--- config.mk ---
export PLATFORM = sky130hd
export DESIGN_NAME = cflog_drain_flat
export DESIGN_NICKNAME = d
export VERILOG_FILES = /design/src/rtl/cflog_drain_if.sv /design/src/rtl/cflog_drain.sv /design/src/flat_wrapper.sv
export SDC_FILE = /design/constraint.sdc
export NUM_CORES = 1
export LEC_CHECK = 0
export ABC_CLOCK_PERIOD_IN_PS = 5100
export CAP_MARGIN = 20
export CORE_ASPECT_RATIO = 1.75
export CORE_MARGIN = 4
export CORE_UTILIZATION = 35
export CTS_CLUSTER_DIAMETER = 40
export CTS_CLUSTER_SIZE = 40
export DETAILED_ROUTE_END_ITERATION = 10
export SLEW_MARGIN = 15
export SYNTH_ARGS = -nofsm -noshare
export SYNTH_HDL_FRONTEND = slang
export SYNTH_SLANG_ARGS = --single-unit
export TNS_END_PERCENT = 100
--- constraint.sdc ---
create_clock -name clk -period 5.1 [get_ports clk]
set_input_delay 0.765 -clock clk [delete_from_list [all_inputs] [get_ports clk]]
set_output_delay 0.765 -clock clk [all_outputs]
set_load 0.02 [all_outputs]
--- src/rtl/cflog_drain_if.sv ---
// Bundle of the drain engine's request, log-read, stream and status signals.
// master = the drain engine, slave = its surroundings (CFA monitor, log RAM, link).
interface cflog_drain_if;
  logic        flush;
  logic [15:0] cflow_log_ptr;
  logic        log_rd_en;
  logic [15:0] log_rd_addr;
  logic [15:0] log_rd_data;
  logic [7:0]  tx_data;
  logic        tx_valid;
  logic        tx_ready;
  logic        busy;
  logic        drain_done;
  logic        log_clear;

  modport master (
    input  flush, cflow_log_ptr, log_rd_data, tx_ready,
    output log_rd_en, log_rd_addr, tx_data, tx_valid, busy, drain_done, log_clear
  );

  modport slave (
    output flush, cflow_log_ptr, log_rd_data, tx_ready,
    input  log_rd_en, log_rd_addr, tx_data, tx_valid, busy, drain_done, log_clear
  );
endinterface

--- src/rtl/cflog_drain.sv ---
// CF-Log drain: snapshots the fill pointer, reads each 16-bit log word and streams
// a framed byte sequence (length header, words MSB first, XOR checksum).
module cflog_drain #(
  parameter logic [15:0] LOG_SIZE = 16'd256
) (
  input logic           clk,
  input logic           puc,
  cflog_drain_if.master bus
);

  localparam logic [3:0] S_IDLE    = 4'd0;
  localparam logic [3:0] S_HDR_HI  = 4'd1;
  localparam logic [3:0] S_HDR_LO  = 4'd2;
  localparam logic [3:0] S_RD_REQ  = 4'd3;
  localparam logic [3:0] S_RD_WAIT = 4'd4;
  localparam logic [3:0] S_TX_HI   = 4'd5;
  localparam logic [3:0] S_TX_LO   = 4'd6;
  localparam logic [3:0] S_CSUM    = 4'd7;
  localparam logic [3:0] S_DONE    = 4'd8;

  logic [3:0]  state_q, state_d;
  logic [15:0] n_q, n_d;
  logic [15:0] idx_q, idx_d;
  logic [15:0] word_q, word_d;
  logic [15:0] rd_addr_q, rd_addr_d;
  logic [7:0]  csum_q, csum_d;

  logic        tx_vld;
  logic [7:0]  tx_byte;
  logic        hs;
  logic [16:0] idx_nxt;

  // Stream byte is a pure decode of state and held registers, so tx_ready never
  // reaches tx_data and the byte stays put while stalled.
  always_comb begin
    tx_vld  = 1'b1;
    tx_byte = '0;
    case (state_q)
      S_HDR_HI: tx_byte = n_q[15:8];
      S_HDR_LO: tx_byte = n_q[7:0];
      S_TX_HI:  tx_byte = word_q[15:8];
      S_TX_LO:  tx_byte = word_q[7:0];
      S_CSUM:   tx_byte = csum_q;
      default:  tx_vld  = 1'b0;
    endcase
  end

  assign hs      = tx_vld & bus.tx_ready;
  assign idx_nxt = {1'b0, idx_q} + 17'd1;

  always_comb begin
    state_d   = state_q;
    n_d       = n_q;
    idx_d     = idx_q;
    word_d    = word_q;
    rd_addr_d = rd_addr_q;
    csum_d    = csum_q;
    if (hs && state_q != S_CSUM) csum_d = csum_q ^ tx_byte;
    case (state_q)
      S_IDLE: begin
        if (bus.flush) begin
          state_d = S_HDR_HI;
          n_d     = (bus.cflow_log_ptr > LOG_SIZE) ? LOG_SIZE : bus.cflow_log_ptr;
          idx_d   = '0;
          csum_d  = '0;
        end
      end
      S_HDR_HI: if (hs) state_d = S_HDR_LO;
      S_HDR_LO: begin
        if (hs) begin
          if (n_q != '0) begin
            state_d   = S_RD_REQ;
            rd_addr_d = idx_q;
          end else begin
            state_d = S_CSUM;
          end
        end
      end
      S_RD_REQ: state_d = S_RD_WAIT;
      S_RD_WAIT: begin
        word_d  = bus.log_rd_data;
        state_d = S_TX_HI;
      end
      S_TX_HI: if (hs) state_d = S_TX_LO;
      S_TX_LO: begin
        if (hs) begin
          idx_d = idx_nxt[15:0];
          if (idx_nxt < {1'b0, n_q}) begin
            state_d   = S_RD_REQ;
            rd_addr_d = idx_nxt[15:0];
          end else begin
            state_d = S_CSUM;
          end
        end
      end
      S_CSUM:  if (hs) state_d = S_DONE;
      S_DONE:  state_d = S_IDLE;
      default: state_d = S_IDLE;
    endcase
  end

  always_ff @(posedge clk) begin
    if (puc) begin
      state_q   <= S_IDLE;
      n_q       <= '0;
      idx_q     <= '0;
      word_q    <= '0;
      rd_addr_q <= '0;
      csum_q    <= '0;
    end else begin
      state_q   <= state_d;
      n_q       <= n_d;
      idx_q     <= idx_d;
      word_q    <= word_d;
      rd_addr_q <= rd_addr_d;
      csum_q    <= csum_d;
    end
  end

  assign bus.tx_valid    = tx_vld;
  assign bus.tx_data     = tx_byte;
  assign bus.log_rd_en   = (state_q == S_RD_REQ);
  assign bus.log_rd_addr = rd_addr_q;
  assign bus.busy        = (state_q != S_IDLE);
  assign bus.drain_done  = (state_q == S_DONE);
  assign bus.log_clear   = (state_q == S_DONE);

endmodule

--- src/flat_wrapper.sv ---
// flat-port wrapper written by rule: the top's interface ports become plain ports
module cflog_drain_flat 
#(
  parameter logic [15:0] LOG_SIZE = 16'd256
)
  (clk, puc, bus_flush, bus_cflow_log_ptr, bus_log_rd_data, bus_tx_ready, bus_log_rd_en, bus_log_rd_addr, bus_tx_data, bus_tx_valid, bus_busy, bus_drain_done, bus_log_clear);
  cflog_drain_if bus_i ();
  input logic clk;
  input logic puc;
  input wire logic [$bits(bus_i.flush)-1:0] bus_flush;
  input wire logic [$bits(bus_i.cflow_log_ptr)-1:0] bus_cflow_log_ptr;
  input wire logic [$bits(bus_i.log_rd_data)-1:0] bus_log_rd_data;
  input wire logic [$bits(bus_i.tx_ready)-1:0] bus_tx_ready;
  output wire logic [$bits(bus_i.log_rd_en)-1:0] bus_log_rd_en;
  output wire logic [$bits(bus_i.log_rd_addr)-1:0] bus_log_rd_addr;
  output wire logic [$bits(bus_i.tx_data)-1:0] bus_tx_data;
  output wire logic [$bits(bus_i.tx_valid)-1:0] bus_tx_valid;
  output wire logic [$bits(bus_i.busy)-1:0] bus_busy;
  output wire logic [$bits(bus_i.drain_done)-1:0] bus_drain_done;
  output wire logic [$bits(bus_i.log_clear)-1:0] bus_log_clear;
  assign bus_i.flush = bus_flush;
  assign bus_i.cflow_log_ptr = bus_cflow_log_ptr;
  assign bus_i.log_rd_data = bus_log_rd_data;
  assign bus_i.tx_ready = bus_tx_ready;
  assign bus_log_rd_en = bus_i.log_rd_en;
  assign bus_log_rd_addr = bus_i.log_rd_addr;
  assign bus_tx_data = bus_i.tx_data;
  assign bus_tx_valid = bus_i.tx_valid;
  assign bus_busy = bus_i.busy;
  assign bus_drain_done = bus_i.drain_done;
  assign bus_log_clear = bus_i.log_clear;
  cflog_drain #(.LOG_SIZE(LOG_SIZE)) u_core (.clk(clk), .puc(puc), .bus(bus_i));
endmodule
After elaboration in Yosys (flattened, before gate mapping)

Cells that the tools add are included.
W data, S select, Z words.

Bitwise operators: 2
Order comparisons: 2
Equal/unequal tests: 17
Muxes and demuxes: 23
Reductions and logical operators: 11
$add $sub $neg: 1

Operators by type and width:

| operator                | count |
|---|---|
| $mux W16                | 7 |
| $pmux W16 S2            | 2 |
| $pmux W8 S5             | 1 |
| $pmux W4 S8             | 1 |
| $mux W4                 | 6 |
| $mux W8                 | 3 |
| $add A16 B1 Y17 const B | 1 |
| $lt A17 B16 Y1          | 1 |
| $eq A4 B3 Y1 const B    | 4 |
| $gt A16 B9 Y1 const B   | 1 |
| $reduce_bool A16 Y1     | 1 |
| $ne A2 B1 Y1 const B    | 7 |
| $eq A4 B2 Y1 const B    | 2 |
| $xor A8 B8 Y8           | 1 |
| $mux W3                 | 2 |
| $reduce_and A6 Y1       | 1 |
| $reduce_and A5 Y1       | 1 |
| $reduce_or A5 Y1        | 1 |
| $eq A4 B1 Y1 const B    | 1 |
| $eq A4 B4 Y1 const B    | 1 |
| $logic_not A4 Y1        | 1 |
| $ne A4 B3 Y1 const B    | 1 |
| $reduce_bool A2 Y1      | 2 |
| $reduce_bool A4 Y1      | 1 |
| other kinds (6)         | 6 |

Register bits: 76
Logic and storage cells: 62
Input bits: 36
Output and inout port bits: 29

Logic depth before layout (Yosys ltp)

Word-level depth: 8
Gate-level depth with buffers: 14

Worst setup path after synthesis

No wires, ideal clock.

Kind: flip-flop to flip-flop
From: register u_core.idx_q[6]
To: register u_core.rd_addr_q[10] (netlist: u_core.bus.log_rd_addr[10])
Arrival time: 3,119 ps
Setup slack: 1,838 ps
Setup time: 143 ps
Stages on the path, launching flop included: 15
Period minus slack after synthesis: 3,262 ps
Path through: dfxtp_1 buf_2 and4_1 buf_2 nand2_2 o31a_1 or2_2 ha_1 nand3_1 o221ai_1 o31ai_2 and4_1 buf_6 buf_6 a211oi_2

Cells in the longest elaborated chain, start to end: 4
Elaborated cells between the ends (all ways): 7
Classes of those cells: add/sub (1); order compare (1); eq/ne (1); mux (3); reduce/logical (1)

RTL lines:

| element                                                            | RTL line           | RTL |
|---|---|---|
| start: declaration                                                 | cflog_drain.sv:23  | `logic [15:0] idx_q, idx_d;` |
| start signal: assignment                                           | cflog_drain.sv:113 | `idx_q <= idx_d;` |
| $add A16 B1 Y17 *                                                  | cflog_drain.sv:49  | `assign idx_nxt = {1'b0, idx_q} + 17'd1;` |
| $lt A17 B16 Y1 or $mux W16 (tied branches)                         | cflog_drain.sv:88  | `if (idx_nxt < {1'b0, n_q}) begin` |
| $ne A2 B1 Y1 (no source line) or $mux W16 (tied branches)          | --                 |  |
| $reduce_and A5 Y1 (no source line) or $pmux W16 S2 (tied branches) | --                 |  |
| end signal: assignment                                             | cflog_drain.sv:115 | `rd_addr_q <= rd_addr_d;` |
| end: declaration                                                   | cflog_drain.sv:25  | `logic [15:0] rd_addr_q, rd_addr_d;` |

Mark *: on every way between the ends. The rest lies on a longest branch, timed or not. The select of a mux whose other input is x is not followed.
A chain may end at the register's enable or synchronous reset.

Final worst setup path

From: register u_core.idx_q[6]
To: register u_core.rd_addr_q[0] (netlist: u_core.bus.log_rd_addr[0])

Cells in the longest elaborated chain, start to end: 4

RTL lines:

| element                            | RTL line |
|---|---|
| $add A16 B1 Y17                    | cflog_drain.sv:49 |
| $lt A17 B16 Y1                     | cflog_drain.sv:88 |
| $ne A2 B1 Y1 (no source line)      | -- |
| $reduce_and A5 Y1 (no source line) | -- |

Every way passes these cells.

==> flow_summary.toml <==
[outcome]
status = "finished, final reports clean"

[clock_tree]
root_buffer = "clkbuf_16"
post_cts_resized = 0
numClockSinks = 76
cts-buffers-inserted = 9
cts_hold_buf = 0
clk_path_buf_depth = 2
clkTransAtPathRegs_ns = 0.06
post_cts.repair.setup_buffers = 0
tritoncts = "done"
clock_latency_ns = 0.34
htreeDepth = 3

[route]
vias = 4001
drc = 0
finalWirelength_mm = 12.3
drtIter0Drc = 258
antenna_left = 0
wl_per_cell_um = 16.7
drtPass1Iterations = 6
vias_per_cell = 5.44

[worst_setup_path]
ff2ff_setup_slack_ns = 1.24
worstPathMaxFanout = 18
crit-reg2reg-launch = "u_core.idx_q[6]$_SDFFE_PP0P_"
timing.critical_path.to_type = "flip-flop"
crit_arrival_ns = 4.06
reg2reg_to = "u_core.bus.log_rd_addr[0]$_SDFFE_PP0P_"
worstPathRequired_ns = 5.29
rr_worst_depth = 11
critPathKind = "flip-flop to flip-flop"
startpoint_type = "flip-flop"

[timing]
worstMarginPinSlew_ns = 1.03
fmax_mhz = 259
slew_headroom_pct = 31.0
finalHoldViolCount = 0
period_needed_ns = 3.86
rsz0062_at_grt = "no"
setup_tns_ns = 0
setup-violations-final = 0
fin_skew_ns = 0.00245
slew_violations = 0
fin_crit_sh_pct = 75.8

[worst_hold_path]
worstHoldStart = "u_core.word_q[10]$_SDFFE_PP0P_"
hp-class = "flip-flop to flip-flop"
worstHoldPathCells = 2
whs_endpoint = "u_core.word_q[10]$_SDFFE_PP0P_"

[cells_and_area]
final_util_pct = 44.7
diodes = 0
drive_gt1_share_pct = 8.23
area_delta_synth_final_pct = 24.0
n_fill_cell = 1208
nets = 619

[place]
gp_congestion = 0.935
dp_hpwl_mm = 9.11
io_buffers = 64

[synth]
syn_inst = 523
syn_nets = 576
synth_edf_count = 0
ys_types = 57
synth_top_area_share_pct = 34.8
yosys-top-cells-area = "dfxtp_1 35%, xnor2_1 6.2%, nand2_1 5.3%"
syn-cell-area_um2 = 4370
synth_seq_cells = 76
synth.most_common_cell = "dfxtp_1"
avgSynthCellArea_um2 = 8.36
yosysTopAreaCell = "dfxtp_1"
synth_common_cells = "76 x dfxtp_1, 62 x nand2_1, 41 x a21oi_1, 37 x nor2_1, 31 x xnor2_1"
ys_seq_area_share_pct = 34.8
async_flop_share_pct = 0
ys_warn_count = 0
synthFlopType = "dfxtp_1"

[global_route]
track_usage_pct = 17.3
grt_start_max_net_pins = 55
grt_pass1_vias = 3922
grt_remaining_overflow = 0
antenna_found_initial = 0
grt_first_pass_wirelength_mm = 19.8

[die]
core_um2 = 12100
die_h_um = 156
num_rows = 53
die_width_um = 92.5
num_io_pins = 65
initial_utilization_pct = 36.0
die_area_um2 = 14400

[power]
p_per_area_nw_per_um2 = 283
vdd_drop_max_uv = 161
leakagePower_nw = 1.82

[run]
drv_cap = 0
report_power, final:
part / leakage, nW / total, mW / switching (mW) / internal [mW]
clock: 0.163 / 0.722 / 0.245 / 0.476
sequential: 0.614 / 0.622 / 0.0137 / 0.609
combinational: 1.04 / 0.188 / 0.108 / 0.0805
state kept, by name (all words and copies together) (netlist names):
register	cells
u_core.bus.log_rd_addr	16
u_core.csum_q	8
u_core.idx_q	16
u_core.n_q	16
u_core.state_q	4
u_core.word_q	16
stage by stage:
| step | setup slack, ns | instances | hold slack, ns | cell area [µm²] | power, mW |
|---|---|---|---|---|---|
| floorplan | 1.84 | 523 | 0.436 | 4370 | 0.745 |
| global placement | 1.38 | 720 | 0.444 | 5090 | 0.822 |
| detailed placement | 1.27 | 720 | 0.447 | 5090 | 0.823 |
| CTS | 1.26 | 736 | 0.457 | 5420 | 1.55 |
| global route | 0.966 | 736 | 0.483 | 5420 | 1.58 |
| finish | 1.24 | 736 | 0.459 | 5420 | 1.53 |
layer usage:
layer,GRT usage [%],up-vias,share of wire [%]
li1,-,1986,-
met2,32.6,113,54
met1,18.8,1883,39
met5,0,-,0
met4,7.51,0,2.4
met3,2.85,19,4.5
layout make-up:
type,instances,area (µm²),area share (%)
Clock buffer,11,233,4.29
Clock inverter,5,100,1.85
Inverter,27,101,1.87
Multi-Input combinational cell,379,2550,47.1
Sequential cell,76,1520,28.1
Tap cell,165,206,3.81
Timing Repair Buffer,73,703,13.0
worst max-delay path by stage:
| stage | to | from | cells past startpoint | slack, ns |
|---|---|---|---|---|
| global placement | u_core.bus.log_rd_addr[0]$_SDFFE_PP0P_ | u_core.idx_q[6]$_SDFFE_PP0P_ | 11 | 1.38 |
| global route | u_core.bus.log_rd_addr[1]$_SDFFE_PP0P_ | u_core.idx_q[6]$_SDFFE_PP0P_ | 11 | 0.97 |
| CTS | u_core.bus.log_rd_addr[0]$_SDFFE_PP0P_ | u_core.idx_q[6]$_SDFFE_PP0P_ | 11 | 1.26 |
| floorplan | u_core.bus.log_rd_addr[10]$_SDFFE_PP0P_ | u_core.idx_q[6]$_SDFFE_PP0P_ | 14 | 1.84 |
| finish | u_core.bus.log_rd_addr[0]$_SDFFE_PP0P_ | u_core.idx_q[6]$_SDFFE_PP0P_ | 11 | 1.24 |
| detailed placement | u_core.bus.log_rd_addr[0]$_SDFFE_PP0P_ | u_core.idx_q[6]$_SDFFE_PP0P_ | 11 | 1.27 |
worst max-delay path, stage by stage (launching register included):
cell	delay, ns
dfxtp_1	0.54
and4_1	0.36
nand2_2	0.16
o31a_1	0.34
or2_2	0.30
ha_1	0.27
nand3_1	0.19
o221ai_1	0.17
o31ai_2	0.26
buf_4	0.26
and4_1	0.70
a211oi_1	0.16
layout by cell type, fill, tap and decap left out, types with 16 or more instances in the layout:
cell type	n
a21oi_1	41
a41oi_1	16
clkdlybuf4s50_1	63
dfxtp_1	76
ha_1	17
inv_1	27
nand2_1	62
nor2_1	37
o21ai_0	22
xnor2_1	31
logic make-up after synthesis:
group	synth area share, %
AO/OA/AOI/OAI	23.6
flip-flops	34.8
multiplexers	0.458
buffers and inverters	6.76
adder cells (fa/ha/maj)	4.87
AND/OR/NAND/NOR	22.5
XOR/XNOR	7.01
Power figures use the tool's default switching activity.
